--- src/rtl/stim_pkg.sv ---
// Shared encodings for the stimulus pattern generator.
// Mode codes and FSM state encoding.
package stim_pkg;

    localparam logic [1:0] MODE_STAGGER = 2'd0;
    localparam logic [1:0] MODE_BIN     = 2'd1;
    localparam logic [1:0] MODE_WALK    = 2'd2;
    localparam logic [1:0] MODE_GRAY    = 2'd3;

    typedef enum logic [1:0] {
        S_IDLE = 2'd0,
        S_RUN  = 2'd1,
        S_DONE = 2'd2
    } state_t;

endpackage

--- src/rtl/stim_pattern_gen_tick_prescaler.sv ---
// Base-tick prescaler: counts STEP cycles and flags the terminal count.
// The pulse is qualified by hold so a paused terminal count is suppressed.
module tick_prescaler #(
    parameter int STEP = 10
) (
    input  logic clk,
    input  logic rst,
    input  logic clear,
    input  logic hold,
    output logic pulse
);

    localparam int SCW = (STEP > 1) ? $clog2(STEP) : 1;

    logic [SCW-1:0] r_cnt;
    logic           w_term;

    assign w_term = (r_cnt == SCW'(STEP - 1));
    assign pulse  = w_term && !hold && !clear;

    always_ff @(posedge clk) begin
        if (rst || clear) begin
            r_cnt <= '0;
        end else if (!hold) begin
            r_cnt <= w_term ? '0 : r_cnt + 1'b1;
        end
    end

endmodule

--- src/rtl/stim_pattern_gen.sv ---
// Parametrised stimulus generator: N_CH channels stepped by a base tick,
// four pattern modes, pause, and a bounded run that ends in a sticky done.
module stim_pattern_gen
    import stim_pkg::*;
#(
    parameter int N_CH      = 4,
    parameter int STEP      = 10,
    parameter int MAX_TICKS = 100
) (
    input  logic            clk,
    input  logic            rst,
    input  logic            start,
    input  logic [1:0]      mode,
    input  logic            pause,
    output logic [N_CH-1:0] pattern,
    output logic            tick,
    output logic            busy,
    output logic            done
);

    localparam int TCW = $clog2(MAX_TICKS + 1);

    state_t          r_state;
    state_t          w_state_nxt;
    logic [1:0]      r_mode;
    logic [N_CH-1:0] r_pattern;
    logic [N_CH-1:0] w_pat_nxt;
    logic [N_CH-1:0] w_b;
    logic [TCW-1:0]  r_tick_cnt;
    logic [TCW-1:0]  w_k;
    logic [3:0]      r_mc [N_CH];
    logic            r_tick;
    logic            w_launch;
    logic            w_hold;
    logic            w_wrap;
    logic            w_last;

    assign w_launch = start && (r_state != S_RUN);
    assign w_hold   = (r_state != S_RUN) || pause;
    assign w_k      = r_tick_cnt + 1'b1;
    assign w_last   = (w_k == TCW'(MAX_TICKS));

    tick_prescaler #(
        .STEP (STEP)
    ) u_presc (
        .clk   (clk),
        .rst   (rst),
        .clear (w_launch),
        .hold  (w_hold),
        .pulse (w_wrap)
    );

    // Low N_CH bits of the new tick count, zero-extended when TCW < N_CH
    for (genvar g = 0; g < N_CH; g++) begin : g_kbits
        if (g < TCW) begin : g_in
            assign w_b[g] = w_k[g];
        end else begin : g_out
            assign w_b[g] = 1'b0;
        end
    end

    always_ff @(posedge clk) begin
        if (rst) begin
            r_state <= S_IDLE;
        end else begin
            r_state <= w_state_nxt;
        end
    end

    always_comb begin
        w_state_nxt = r_state;
        unique case (r_state)
            S_IDLE:  if (start) w_state_nxt = S_RUN;
            S_DONE:  if (start) w_state_nxt = S_RUN;
            S_RUN:   if (w_wrap && w_last) w_state_nxt = S_DONE;
            default: w_state_nxt = S_IDLE;
        endcase
    end

    always_comb begin
        w_pat_nxt = r_pattern;
        case (r_mode)
            MODE_STAGGER: begin
                for (int i = 0; i < N_CH; i++) begin
                    if (r_mc[i] == 4'(i)) w_pat_nxt[i] = ~r_pattern[i];
                end
            end
            MODE_BIN:  w_pat_nxt = w_b;
            MODE_WALK: w_pat_nxt = (r_pattern << 1) | (r_pattern >> (N_CH - 1));
            MODE_GRAY: w_pat_nxt = w_b ^ (w_b >> 1);
        endcase
    end

    always_ff @(posedge clk) begin
        if (rst) begin
            r_mode     <= MODE_STAGGER;
            r_pattern  <= '0;
            r_tick_cnt <= '0;
            r_tick     <= 1'b0;
            for (int i = 0; i < N_CH; i++) r_mc[i] <= '0;
        end else if (w_launch) begin
            r_mode     <= mode;
            r_pattern  <= (mode == MODE_WALK) ? N_CH'(1) : '0;
            r_tick_cnt <= '0;
            r_tick     <= 1'b0;
            for (int i = 0; i < N_CH; i++) r_mc[i] <= '0;
        end else if (w_wrap) begin
            r_pattern  <= w_pat_nxt;
            r_tick_cnt <= w_k;
            r_tick     <= 1'b1;
            for (int i = 0; i < N_CH; i++) begin
                r_mc[i] <= (r_mc[i] == 4'(i)) ? '0 : r_mc[i] + 1'b1;
            end
        end else begin
            r_tick <= 1'b0;
        end
    end

    assign pattern = r_pattern;
    assign tick    = r_tick;
    assign busy    = (r_state == S_RUN);
    assign done    = (r_state == S_DONE);

endmodule

--- config.mk ---
export PLATFORM = sky130hd
export DESIGN_NAME = stim_pattern_gen
export DESIGN_NICKNAME = d
export VERILOG_FILES = /design/src/rtl/stim_pkg.sv /design/src/rtl/stim_pattern_gen_tick_prescaler.sv /design/src/rtl/stim_pattern_gen.sv
export SDC_FILE = /design/constraint.sdc
export NUM_CORES = 1
export LEC_CHECK = 0
export CORE_UTILIZATION = 30
export CTS_CLUSTER_DIAMETER = 80
export CTS_CLUSTER_SIZE = 40
export DETAILED_ROUTE_END_ITERATION = 10
export PLACE_DENSITY_LB_ADDON = 0.3
export SYNTH_ARGS = -nofsm -noshare
export SYNTH_HDL_FRONTEND = slang
export SYNTH_SLANG_ARGS = --single-unit
--- constraint.sdc ---
create_clock -name clk -period 2.99 [get_ports clk]
set_input_delay 0.598 -clock clk [delete_from_list [all_inputs] [get_ports clk]]
set_output_delay 0.598 -clock clk [all_outputs]
set_load 0.01 [all_outputs]
# Word level (Yosys, flattened, before mapping)
# Memories as Yosys holds them, arrays and structs flattened.
# Index checks and enable logic that the tools add are counted.
[classes] add_sub_neg=6 eq_ne=18 bitwise_logic=14 reduce_logical=19 n_mux=33
[op_table] cell="two-way mux 4 bit" n=15
[op_table] cell="adder 4 x 1 -> 4 bit, second input constant" n=5
[op_table] cell="one-hot mux 4 bit (4 select lines)" n=1
[op_table] cell="two-way mux 1 bit" n=14
[op_table] cell="!= test 3 x 2 -> 1 bit, second input constant" n=4
[op_table] cell="AND reduction 2 bit" n=5
[op_table] cell="equality test 2 bit, second input constant" n=4
[op_table] cell="equality test 4 x 2 -> 1 bit, second input constant" n=2
[op_table] cell="bitwise OR 1 bit" n=8
[op_table] cell="adder 7 x 1 -> 7 bit, second input constant" n=1
[op_table] cell="equality test 7 bit, second input constant" n=1
[op_table] cell="!= test 2 x 1 -> 1 bit, second input constant" n=3
[op_table] cell="equality test 2 x 1 -> 1 bit, second input constant" n=2
[op_table] cell="equality test 4 x 1 -> 1 bit, second input constant" n=1
[op_table] cell="equality test 4 bit, second input constant" n=1
[op_table] cell="logical AND 1 bit" n=4
[op_table] cell="zero test 2 bit" n=2
[op_table] cell="zero test 4 bit" n=1
[op_table] cell="two-way mux 2 bit" n=2
[op_table] cell="NOT 1 bit" n=4
[op_table] cell="bitwise OR 4 x 1 -> 4 bit" n=1
[op_table] cell="one-hot mux 2 bit (2 select lines)" n=1
[op_table] cell="OR reduction 2 bit" n=2
[op_table] cell="bitwise XOR 4 x 3 -> 4 bit" n=1
[op_table] cell="3 further kinds" n=5
[totals] ff_bits=20 input_bits=6 elab_cells=100 ram_bits=16 memories=1 out_inout_bits=7
[memory_table] name="r_mc" depth=4 width=4 read_ports=4 rd_clocked_by_memory_dff=0 write_ports=4 line="stim_pattern_gen.sv:31" text="logic [3:0] r_mc [N_CH];"

# Depth between registers and ports, before layout
# Gate-level depths: netlist of the first run.
[logic_depth] depth_word=10 ltp_mapped=7

# Hierarchy
# Synthesis of the first run repeated with hierarchy kept, for this count alone.
[unflattened] hier_cells=217 hier_area_um2=2016.9
[by_module_without_submodules] mod="stim_pattern_gen" instances=1 area_per_inst_um2=1816.7 cells_each=197
[by_module_without_submodules] mod="tick_prescaler" instances=1 area_per_inst_um2=200.2 cells_each=20

# Least setup slack after synthesis of the first run
# No wires, ideal clock.
[synth_timing] kind="input to register" start="input port pause" end="memory r_mc[0][0] (enable)" n_path_buf=2 cell_stages=5 path_slack_ps=1082 arrival_time_ps=1573 setup_ps=334 required_ps=2656 cell_sequence="nand4bb_1 clkbuf_1 or2_4 buf_6 nand2b_1"
[synth_rtl] element="start: declaration" line="stim_pattern_gen.sv:14" text="input logic pause,"
[synth_rtl] element="end: declaration" line="stim_pattern_gen.sv:31"

==> run_results.csv, run 1 <==
group,metric,value,unit
run_status,status,"completed",
setup_path,required,2940,ps
pwr,ir_drop,0.189,mV
clock_network,clock-root-buffer,"clkbuf_8",
global_routing,antenna_found_initial,0,
setup_path,rrSetupSlack,1200,ps
clock_network,htree_levels,2,
floorplanning,coreArea,6030,um2
sta,final-hold-violation-count,0,
sta,period_minus_slack,2200,ps
synth,syn_inst,213,
detailed_routing,wl_per_cell,11.9,um
floorplanning,die_h,81.9,um
global_routing,overflow,0,
placed_design,dp_slack,426,ps
sta,worst_slew_pin_slew,533,ps
run,max_cap_violations,0,
synth,yosys_register_bits,36,
setup_path,path_class,"in -> reg",
synth,synth_area,1920,um2
sta,drv_slew,0,
synth,synth-xor-area-share,8.23,%
detailed_routing,drc,0,
placed_design,dp_hpwl,2630,um
clock_network,cts.repair.resized,0,
pwr,leakage,0.759,nW
placed_design,gp_congestion,0.697,
detailed_routing,wl,3550,um
synth,synth-compound-area-share,8.95,%
finish,nets,238,
global_routing,grt_start_max_net_pins,18,
min_path,hold_path.class,"reg -> reg",
synth,synthMuxAreaShare,3.33,%
sta,timing.slew.headroom,64.4,%
detailed_routing,wl_met2,1620,um
synth,yosys.cell_types.count,40,
synth,syn_avg_cell_area,8.99,um2
synth,yosysWarnings,0,
synth,synthesis.nets,228,
sta,fin_ws,785,ps
detailed_routing,drt_pass1_iterations,4,
global_routing,grtUsageTotal,12.0,%
finish,final_common_cell,"nor2_1",
floorplanning,die_x,81.9,um
setup_path,r2r_end,"r_mc[0][0]",
detailed_routing,drt-met1-wl,1810,um
synth,synth_flop_cell,"dfxtp_1",
synth,synthAdderAreaFrac,5.88,%
detailed_routing,vias,1385,
floorplanning,row_count,28,
detailed_routing,wl_met3,84,um
sta,setup_violations,0,
pwr,p_per_area,464,nW/um2
placed_design,portBuffers,12,
min_path,holdPathEnd,"pattern[1]",
clock_network,cts_hold_buf,0,
synth,synth_top_family_by_area,"simple AND/OR/NAND/NOR gates",
clock_network,cts_tree,"yes",
clock_network,cts_inserted_buffers,5,
global_routing,grt_pass1_wl,6060,um
detailed_routing,highest_layer,"met4",
min_path,holdPathStages,2,
detailed_routing,antenna_left,0,
finish,most-common-layout-cells,"33 x nor2_1, 24 x dfxtp_1, 17 x a21oi_1",
placed_design,dp.cells,291,
synth,synth-simple-area-share,25.9,%
synth,ys_seq_area_share,43.9,%
setup_path,reg2reg_depth,3,
clock_network,clk_pin_slew,80,ps
setup_path,critPathMaxFanout,13,
sta,fin_tns_setup,0,ps
setup_path,cp_data_arrival_time,2150,ps
setup_path,crit_path_end_kind,"register",
detailed_routing,via_per_inst,4.63,
clock_network,cts.sinks,36,
floorplanning,initial_core_util,31.8,%
clock_network,post-cts-setup-buffer-count,0,
finish,area_growth,14.9,%
global_routing,grt_pass1_vias,1297,
sta,rsz0062_at_grt,"no",
finish,drive_above_1_share,8.04,%
sta,min_period_over_period,73.7,%
synth,synthArstFlopShare,0,%
clock_network,clock_path_buffers,2,
floorplanning,dieArea,6710,um2
setup_path,r2r-start,"r_state[0]",
detailed_routing,drt-initial-drc-count,34,
setup_path,crit_path_start_kind,"input port",
min_path,worstHoldStart,"pattern[1]",
sta,finClkSkew,7.77,ps
finish,final_cells,299,
synth,synth_edf_count,12,
finish,fill_cells,624,
clock_network,worstSkewPairLatency,290,ps
sta,fmax,454,MHz
floorplanning,ios,13,
finish,n_antenna_cell,0,
-- synthesized netlist by cell type, types with 2 or more instances --
cell,instances,area [um2]
inv_1,6,22.5
o21ai_0,2,10.0
xor2_1,7,61.3
nand3b_1,2,15.0
nand2_1,16,60.1
clkbuf_1,7,26.3
a211oi_1,3,22.5
and3_1,3,18.8
nand3_1,10,50.1
a21oi_1,17,85.1
nor2b_1,5,31.3
xnor2_1,11,96.3
nor3_1,7,35.0
nor2_1,33,124
mux2_2,3,33.8
nand2b_1,9,56.3
nor3b_1,4,30.0
ha_1,9,113
buf_2,2,10.0
edfxtp_1,12,360
dfxtp_1,24,480
mux2i_1,3,30.0
-- sequential cells by signal, indices dropped and copies added, names as in the netlist --
| register | flops |
|---|---|
| u_presc.r_cnt | 4 |
| r_state | 2 |
| r_tick_cnt | 7 |
| tick | 1 |
| r_mode | 2 |
| r_mc | 16 |
| pattern | 4 |
-- worst max-delay path, cell delays in order --
cell and delay [ps]:
clkdlybuf4s50_1 410, nand4bb_1 390, or2_4 430, nand2b_1 320
-- where the power goes --
group	internal [mW]	switching [mW]	total (mW)
clock network	0.247	0.179	0.425
registers	0.518	0.0155	0.533
logic	0.0288	0.0332	0.0620
total	0.793	0.227	1.02
-- cell families after synthesis --
family | count (synthesis)
and+or+nand+nor | 98
AOI/OAI and AO/OA | 29
adders and majority gates | 9
xor gates and xnor gates | 18
muxes | 6
buffers and inverters | 17
DFF | 36
-- area by class of cell --
| class | count | area [um2] | share of cell area (%) |
|---|---|---|---|
| multi-input combinational | 160 | 1000 | 45.5 |
| sequential | 36 | 841 | 38.2 |
| timing repair buffer | 13 | 128 | 5.80 |
| tap | 75 | 93.8 | 4.26 |
| clock buffer | 5 | 68.8 | 3.13 |
| clock inverter | 3 | 42.5 | 1.93 |
| inverter | 7 | 26.3 | 1.19 |
-- worst max-delay path by stage --
stage	start	endpoint	slack [ps]	cells past startpoint
after floorplan	pause	r_mc[0][0]	1080	5
final	pause	r_mc[0][0]	790	4
after detailed placement	pause	r_mc[0][0]	430	4
after global placement	pause	r_mc[3][1]	520	4
after global routing	pause	r_mc[0][0]	690	4
after CTS	pause	r_mc[0][0]	740	4
-- routing by layer --
metal	GRT usage, %	vias to the layer above
met5	0	-
met3	3.11	4
met4	4.74	0
met2	18.8	8
li1	-	741
met1	15.5	632
-- metrics by stage --
stage               util (%)  hold slack, ps  area [um2]  power (mW)
global route            36.5             549        2200        1.07
finish                  36.5             502        2200        1.02
detailed placement      34.7             494        2090       0.608
global placement        34.7             485        2090       0.607
floorplan                  -             467        1920       0.583
CTS                     36.5             505        2200        1.03
Power figures use the tool's default switching activity.
==> run 2: changes to the inputs <==
clock period = 2.2 ns   (was 2.99 ns; I/O delays follow)
==> run_results.csv, run 2 (synthesis results as in run 1) <==
group,metric,value,unit
setup_path,cp_top_family,"buffers and inverters",
clock_network,post-cts-setup-buffer-count,0,
clock_network,clock-root-buffer,"clkbuf_8",
setup_path,critPathMaxStageDelay,430,ps
run_status,status,"completed",
sta,period_minus_slack,1910,ps
floorplanning,die_x,81.9,um
setup_path,r2r-start,"u_presc.r_cnt[3]",
finish,area_growth,16.1,%
setup_path,crit_path_start_kind,"input port",
clock_network,cts.repair.resized,0,
setup_path,path_class,"in -> reg",
detailed_routing,drt_pass1_iterations,4,
sta,min_period_over_period,86.9,%
pwr,ir_drop,0.287,mV
sta,hold_ws,488,ps
finish,drive_above_1_share,9.57,%
finish,final_common_cell,"nor2_1",
finish,nets,244,
setup_path,startpoint,"pause",
setup_path,critPathMaxFanout,7,
floorplanning,die_h,81.9,um
detailed_routing,drc,0,
floorplanning,coreArea,6030,um2
clock_network,clk_pin_slew,70,ps
setup_path,crit_chain,"clkdlybuf4s50_1 > nand4bb_1 > buf_4 > nor2_2 > o31ai_1 > a211o_1 > a21oi_1",
detailed_routing,vias,1430,
sta,worst_slew_pin_slew,521,ps
floorplanning,initial_core_util,31.8,%
sta,finClkSkew,5.63,ps
clock_network,cts_inserted_buffers,5,
setup_path,cp_data_arrival_time,2140,ps
sta,fin_ws,287,ps
global_routing,overflow,0,
floorplanning,row_count,28,
floorplanning,ios,13,
global_routing,grt_start_max_net_pins,18,
finish,most-common-layout-cells,"33 x nor2_1, 24 x dfxtp_1, 17 x a21oi_1",
global_routing,grtUsageTotal,12.2,%
sta,timing.slew.headroom,65.2,%
detailed_routing,via_per_inst,4.69,
clock_network,htree_levels,2,
detailed_routing,wl_per_cell,11.7,um
clock_network,cts_hold_buf,0,
setup_path,crit_end,"pattern[1]",
setup_path,rrSetupSlack,450,ps
min_path,hold_path.class,"reg -> reg",
sta,drv_slew,0,
finish,reg.largest.list,"r_mc (16), r_tick_cnt (7)",
pwr,p_per_area,583,nW/um2
setup_path,crit_path_end_kind,"register",
placed_design,placed_area,2130,um2
clock_network,cts.sinks,36,
setup_path,required,2420,ps
sta,final-hold-violation-count,0,
setup_path,reg2reg_depth,3,
global_routing,grt_pass1_wl,6080,um
finish,design_area,2220,um2
clock_network,worstSkewPairLatency,290,ps
setup_path,crit_path_top_delay_cell,"clkdlybuf4s50_1",
placed_design,dp.cells,297,
sta,setup_violations,0,
run,max_cap_violations,0,
sta,fin_tns_setup,0,ps
global_routing,grt_pass1_vias,1325,
pwr,leakage,0.778,nW
placed_design,portBuffers,12,
clock_network,cts_tree,"yes",
placed_design,dp_hpwl,2640,um
setup_path,cp.depth,7,
detailed_routing,wl,3580,um
global_routing,antenna_found_initial,0,
detailed_routing,antenna_left,0,
placed_design,gp_congestion,0.707,
setup_path,r2r_end,"r_mc[3][2]",
setup_path,path_buf_inv,2,
detailed_routing,drt-initial-drc-count,38,
sta,rsz0062_at_grt,"no",
finish,largest_reg_flops,16,
floorplanning,dieArea,6710,um2
finish,n_antenna_cell,0,
clock_network,clock_path_buffers,2,
finish,top_register,"r_mc",
finish,final_cells,305,
sta,fmax,523,MHz
placed_design,dp_slack,-2.62,ps
-- run 2: worst register-to-register path: cells and delay by family (launching register included) --
kind,cells,cell delay (ps)
simple gates,3,1050
flops,1,360
-- run 2: per-stage QoR --
stage,total power [mW],util (%)
2_1_floorplan,0.792,-
3_3_place_gp,0.828,35.4
3_5_place_dp,0.830,35.4
4_1_cts,1.32,36.9
5_1_grt,1.36,36.9
6_report,1.30,36.9
-- run 2: area by class of cell --
cell class,count,area (um2)
fill,633,3800
multi-input combinational,160,1000
sequential,36,841
timing repair buffer,19,173
tap,75,93.8
clock buffer,8,90.1
inverter,7,26.3
-- run 2: worst min-delay path by stage --
| stage | from | endpoint | slack (ps) | depth (start not counted) |
|---|---|---|---|---|
| 2_1_floorplan | u_presc.r_cnt[3] | u_presc.r_cnt[3] | 470 | 2 |
| 3_3_place_gp | pattern[1] | pattern[1] | 490 | 2 |
| 3_5_place_dp | pattern[1] | pattern[1] | 490 | 2 |
| 4_1_cts | pattern[1] | pattern[1] | 500 | 2 |
| 5_1_grt | pattern[1] | pattern[1] | 520 | 2 |
| 6_report | pattern[1] | pattern[1] | 490 | 2 |
-- run 2: layer usage --
layer	GRT usage [%]	vias up	part of all wire (%)
li1	-	753	-
met3	3.33	8	2.5
met4	6.84	0	2.1
met1	14.9	658	50
met5	0	-	0
met2	19.1	11	46
-- run 2: power by group --
| part | internal [mW] | total (mW) | switching, mW |
|---|---|---|---|
| Sequential | 0.704 | 0.726 | 0.0213 |
| Combinational | 0.0425 | 0.0888 | 0.0463 |
| Clock | 0.255 | 0.483 | 0.227 |
| Total | 1.00 | 1.30 | 0.295 |
==> run 3: changes to the inputs <==
PLACE_DENSITY_LB_ADDON = 0.08   (was 0.3)
SLEW_MARGIN = 20   (was default)
==> run_results.csv, run 3 (synthesis results as in run 1) <==
group,metric,value,unit
setup_path,critPathMaxFanout,5,
sta,worst_slew_pin_slew,533,ps
min_path,worstHoldStart,"r_mc[2][3]",
setup_path,cp_data_arrival_time,1450,ps
floorplanning,dieArea,6710,um2
finish,reg.largest.list,"r_mc (16), r_tick_cnt (7)",
setup_path,path_class,"reg -> out",
setup_path,rrSetupSlack,490,ps
global_routing,grt_pass1_wl,6360,um
detailed_routing,drc,0,
pwr,p_per_area,567,nW/um2
finish,final_common_cell,"nor2_1",
placed_design,portBuffers,12,
sta,final-hold-violation-count,0,
detailed_routing,vias,1417,
setup_path,crit_path_top_delay_cell,"clkdlybuf4s50_1",
run_status,status,"completed",
sta,timing.slew.headroom,64.4,%
pwr,leakage,0.778,nW
clock_network,cts_tree,"yes",
setup_path,reg2reg_depth,4,
min_path,holdPathStages,2,
sta,period_minus_slack,1890,ps
global_routing,grt_start_max_net_pins,18,
floorplanning,die_h,81.9,um
setup_path,r2r_end,"pattern[2]",
run,max_cap_violations,0,
clock_network,clock-root-buffer,"clkbuf_8",
floorplanning,row_count,28,
setup_path,critPathMaxStageDelay,530,ps
detailed_routing,via_per_inst,4.66,
min_path,holdPathEnd,"r_mc[2][3]",
global_routing,grtUsageTotal,12.5,%
floorplanning,coreArea,6030,um2
setup_path,cp_top_family,"buffers and inverters",
setup_path,required,1760,ps
floorplanning,initial_core_util,31.8,%
clock_network,cts.repair.resized,0,
sta,drv_slew,0,
global_routing,antenna_found_initial,0,
finish,largest_reg_flops,16,
detailed_routing,wl,3690,um
finish,most-common-layout-cells,"33 x nor2_1, 24 x dfxtp_1, 17 x a21oi_1",
pwr,ir_drop,0.259,mV
placed_design,dp_hpwl,2680,um
placed_design,gp_congestion,0.678,
clock_network,cts.sinks,36,
detailed_routing,drt-initial-drc-count,28,
finish,area_growth,16.1,%
sta,rsz0062_at_grt,"no",
setup_path,r2r-start,"u_presc.r_cnt[3]",
clock_network,post-cts-setup-buffer-count,0,
sta,setup_violations,0,
sta,fin_tns_setup,0,ps
sta,min_period_over_period,85.9,%
clock_network,clk_pin_slew,70,ps
detailed_routing,drt_pass1_iterations,4,
detailed_routing,antenna_left,0,
finish,drive_above_1_share,9.17,%
setup_path,path_buf_inv,2,
finish,nets,244,
finish,final_util,36.9,%
setup_path,crit_path_end_kind,"primary output",
clock_network,cts_hold_buf,0,
global_routing,grt_pass1_vias,1367,
detailed_routing,wl_per_cell,12.1,um
clock_network,htree_levels,2,
setup_path,crit_chain,"nand2b_1 > inv_1 > clkdlybuf4s50_1",
clock_network,cts_inserted_buffers,5,
clock_network,clock_path_buffers,2,
finish,n_antenna_cell,0,
setup_path,crit_path_start_kind,"register",
clock_network,worstSkewPairLatency,280,ps
floorplanning,die_x,81.9,um
finish,top_register,"r_mc",
global_routing,overflow,0,
floorplanning,ios,13,
sta,fmax,529,MHz
sta,finClkSkew,7.04,ps
min_path,hold_path.class,"reg -> reg",
==> run 3: changes by cell type in the layout (fill, tap and decap cells not counted), sizes merged <==
| cell | delta |
|---|---|
| clkbuf | -1 |
==> run 3: how the worst max path moves through the flow <==
stage	from	to	cells past startpoint
after floorplan	pause	r_mc[0][0]	5
after global placement	pause	r_mc[3][1]	5
after detailed placement	pause	r_mc[3][1]	5
after CTS	r_state[1]	busy	3
after global routing	r_state[0]	busy	3
final	r_state[1]	busy	3
==> run 3: cell type report <==
type,instances,area (um2)
fillers,640,3800
multi-input cells,160,1000
flip-flops and latches,36,841
repair buffers,19,185
well taps,75,93.8
clock buffers,7,76.3
inverters,7,26.3
==> run 3: worst register-to-register path, cell delays in order, from the launching register on <==
cell and delay [ps]:
dfxtp_1 350, or3b_4 430, or2_4 320, o31a_1 310
a311oi_1 220
==> run 3: report_power, final <==
group	switching (mW)	internal (mW)	total [mW]
Sequential	0.0211	0.704	0.725
Combinational	0.0466	0.0468	0.0935
Clock	0.224	0.218	0.442
==> run 3: metrics by stage <==
| stage | hold slack, ps | area (um2) | power, mW | setup WS [ps] | instances |
|---|---|---|---|---|---|
| after floorplan | 467 | 1920 | 0.792 | 450 | 213 |
| after global placement | 506 | 2150 | 0.836 | 94.4 | 297 |
| after detailed placement | 504 | 2150 | 0.835 | 97.3 | 297 |
| after CTS | 517 | 2220 | 1.28 | 301 | 304 |
| after global routing | 560 | 2220 | 1.33 | 230 | 304 |
| final | 519 | 2220 | 1.26 | 310 | 304 |
==> run 3: layer usage <==
metal / global-route usage [%] / wire length, um / vias to the layer above
met5: 0 / 0 / -
met4: 4.21 / 40 / 0
met3: 3.33 / 102 / 4
met2: 20.2 / 1650 / 13
met1: 15.9 / 1900 / 646
li1: - / - / 754
==> patch, RTL diff (settings of run 3) <==
Encoding of `state_t`: now one-hot (3 bits for 3 states).
--- a/src/rtl/stim_pkg.sv
+++ b/src/rtl/stim_pkg.sv
@@ -7,10 +7,10 @@
     localparam logic [1:0] MODE_WALK    = 2'd2;
     localparam logic [1:0] MODE_GRAY    = 2'd3;
 
-    typedef enum logic [1:0] {
-        S_IDLE = 2'd0,
-        S_RUN  = 2'd1,
-        S_DONE = 2'd2
+    typedef enum logic [2:0] {
+        S_IDLE = 3'b001,
+        S_RUN  = 3'b010,
+        S_DONE = 3'b100
     } state_t;
 
 endpackage
Behaviour: no difference found for any inputs over 10 cycles, from zero or initial values and one cycle with rst high; not proved beyond that.
==> patch against run 3 <==
  * Worst setup slack worse by 220 ps
  * Critical path depth stayed put
  * Total power is 12% higher
  * Sequential share of layout area down 4.4 points
  * Final area rose by 16%
  * Clock power is 31% higher
  * Sequential power grew 2%
  * Highest routed layer unchanged
  * Sequential cell count rose by 1
  * Clock skew is 1.5 ps higher
  * Critical path type unchanged
  * Area after synthesis increased by 8.8%
  * Via count increased by 19%
  * Routed wire length grew 24%
==> patch: results (changes against run 3) <==
Final nets 281 (was 244); Routed Wire Length 4.56 mm (was 3.69 mm); Int Pwr 1.11 mW (was 0.969 mW); vias 1689 (was 1417); global-route wire length before repair 7.84 mm (was 6.36 mm); NonClk Buf Share 13.0% (was 8.33%); Fillers 716 (was 640); status complete, no violations (unchanged); Clock group 0.578 mW (was 0.442 mW); WL met2 2.06 mm (was 1.65 mm); area of the multi-input gates 0.00112 mm² (was 0.00100 mm²); largest net degree at the start of global routing 13 (was 18); inverter count 16 (was 7); GPL Wtd Cong 0.739 (was 0.678); All-Layer GR Usage 13.7% (was 12.5%); vias in the first global route 1597 (was 1367); Netlist cell types 51 (was 40); metal3 WL 107 µm (was 102 µm); clock buffer count 6 (was 7); DRT iter0 DRCs 98 (was 28); Sequential Power Share 52.0% (was 57.5%); sequential share of the synthesized area 41.3% (was 43.9%); Peak VDD IR 0.000222 V (was 0.000259 V); ClkCell Share 4.12% (was 3.43%); #MultiIn Comb 166 (was 160); synth top area cells dfxtp_1, edfxtp_1, ha_1, a21oi_1, nor2_1 (was dfxtp_1, edfxtp_1, nor2_1, ha_1, xnor2_1); Pleak 0.965 nW (was 0.778 nW); #FFs+latches synth 37 (was 36); buffers outside the clock class 39 (was 19); top post-synthesis cells by count dfxtp_1, a21oi_1, nor2_1 (was nor2_1, dfxtp_1, a21oi_1); DRT met1 WL 2.37 mm (was 1.90 mm); crit path DAT 1670 ps (was 1450 ps); detailed placement HPWL 3.40 mm (was 2.68 mm)
==> patch: cell count changes after synthesis, moves of 5 or more <==
cell,run 3,this run
nor2_1,33,18
nand2b_1,9,4
or3_1,1,6
o21ai_0,2,7
inv_1,6,16
xnor2_1,11,6
==> patch: tightest hold or removal path: stages (launching register included) <==
cell and delay (ps):
dfxtp_1 320, o21ai_0 70, a21oi_1 60
==> patch: per-stage QoR <==
stage	cells	setup slack, ps	instance area, µm²
6_report	346	89.8	2580
5_1_grt	346	7.59	2580
3_5_place_dp	336	-127	2450
4_1_cts	344	1.89	2560
2_1_floorplan	230	114	2080
3_3_place_gp	336	-74.2	2450
==> patch: logic make-up after synthesis <==
logic type               after synthesis  share of synthesized area, %
XOR/XNOR                              11                          4.62
multiplexers                           5                          3.12
AND/OR/NAND/NOR                       95                          25.5
flip-flops                            37                          41.3
buffers and inverters                 27                          5.34
AO/OA/AOI/OAI                         45                          14.1
adder cells (fa/ha/maj)               10                          6.00
==> patch: worst paths after layout <==
kind | start | end | slack (ps) | cells after the start
worst max register to register | r_state[1] | r_mc[2][2] | 130 | 5
worst max-delay path | r_state[1] | busy | 90 | 3
worst min register to register | u_presc.r_cnt[0] | u_presc.r_cnt[0] | 500 | 2
worst min-delay path | u_presc.r_cnt[0] | u_presc.r_cnt[0] | 500 | 2
==> patch: per-layer routing <==
metal,GRT usage [%],vias up
met5,0,-
met1,19.2,775
met2,21.2,15
met4,3.18,0
li1,-,897
met3,3.60,2
==> patch: repair_timing <==
action,CTS,global route
buffers inserted,0,2
endpoints found under the setup margin,1,2
gates resized for setup,1,1
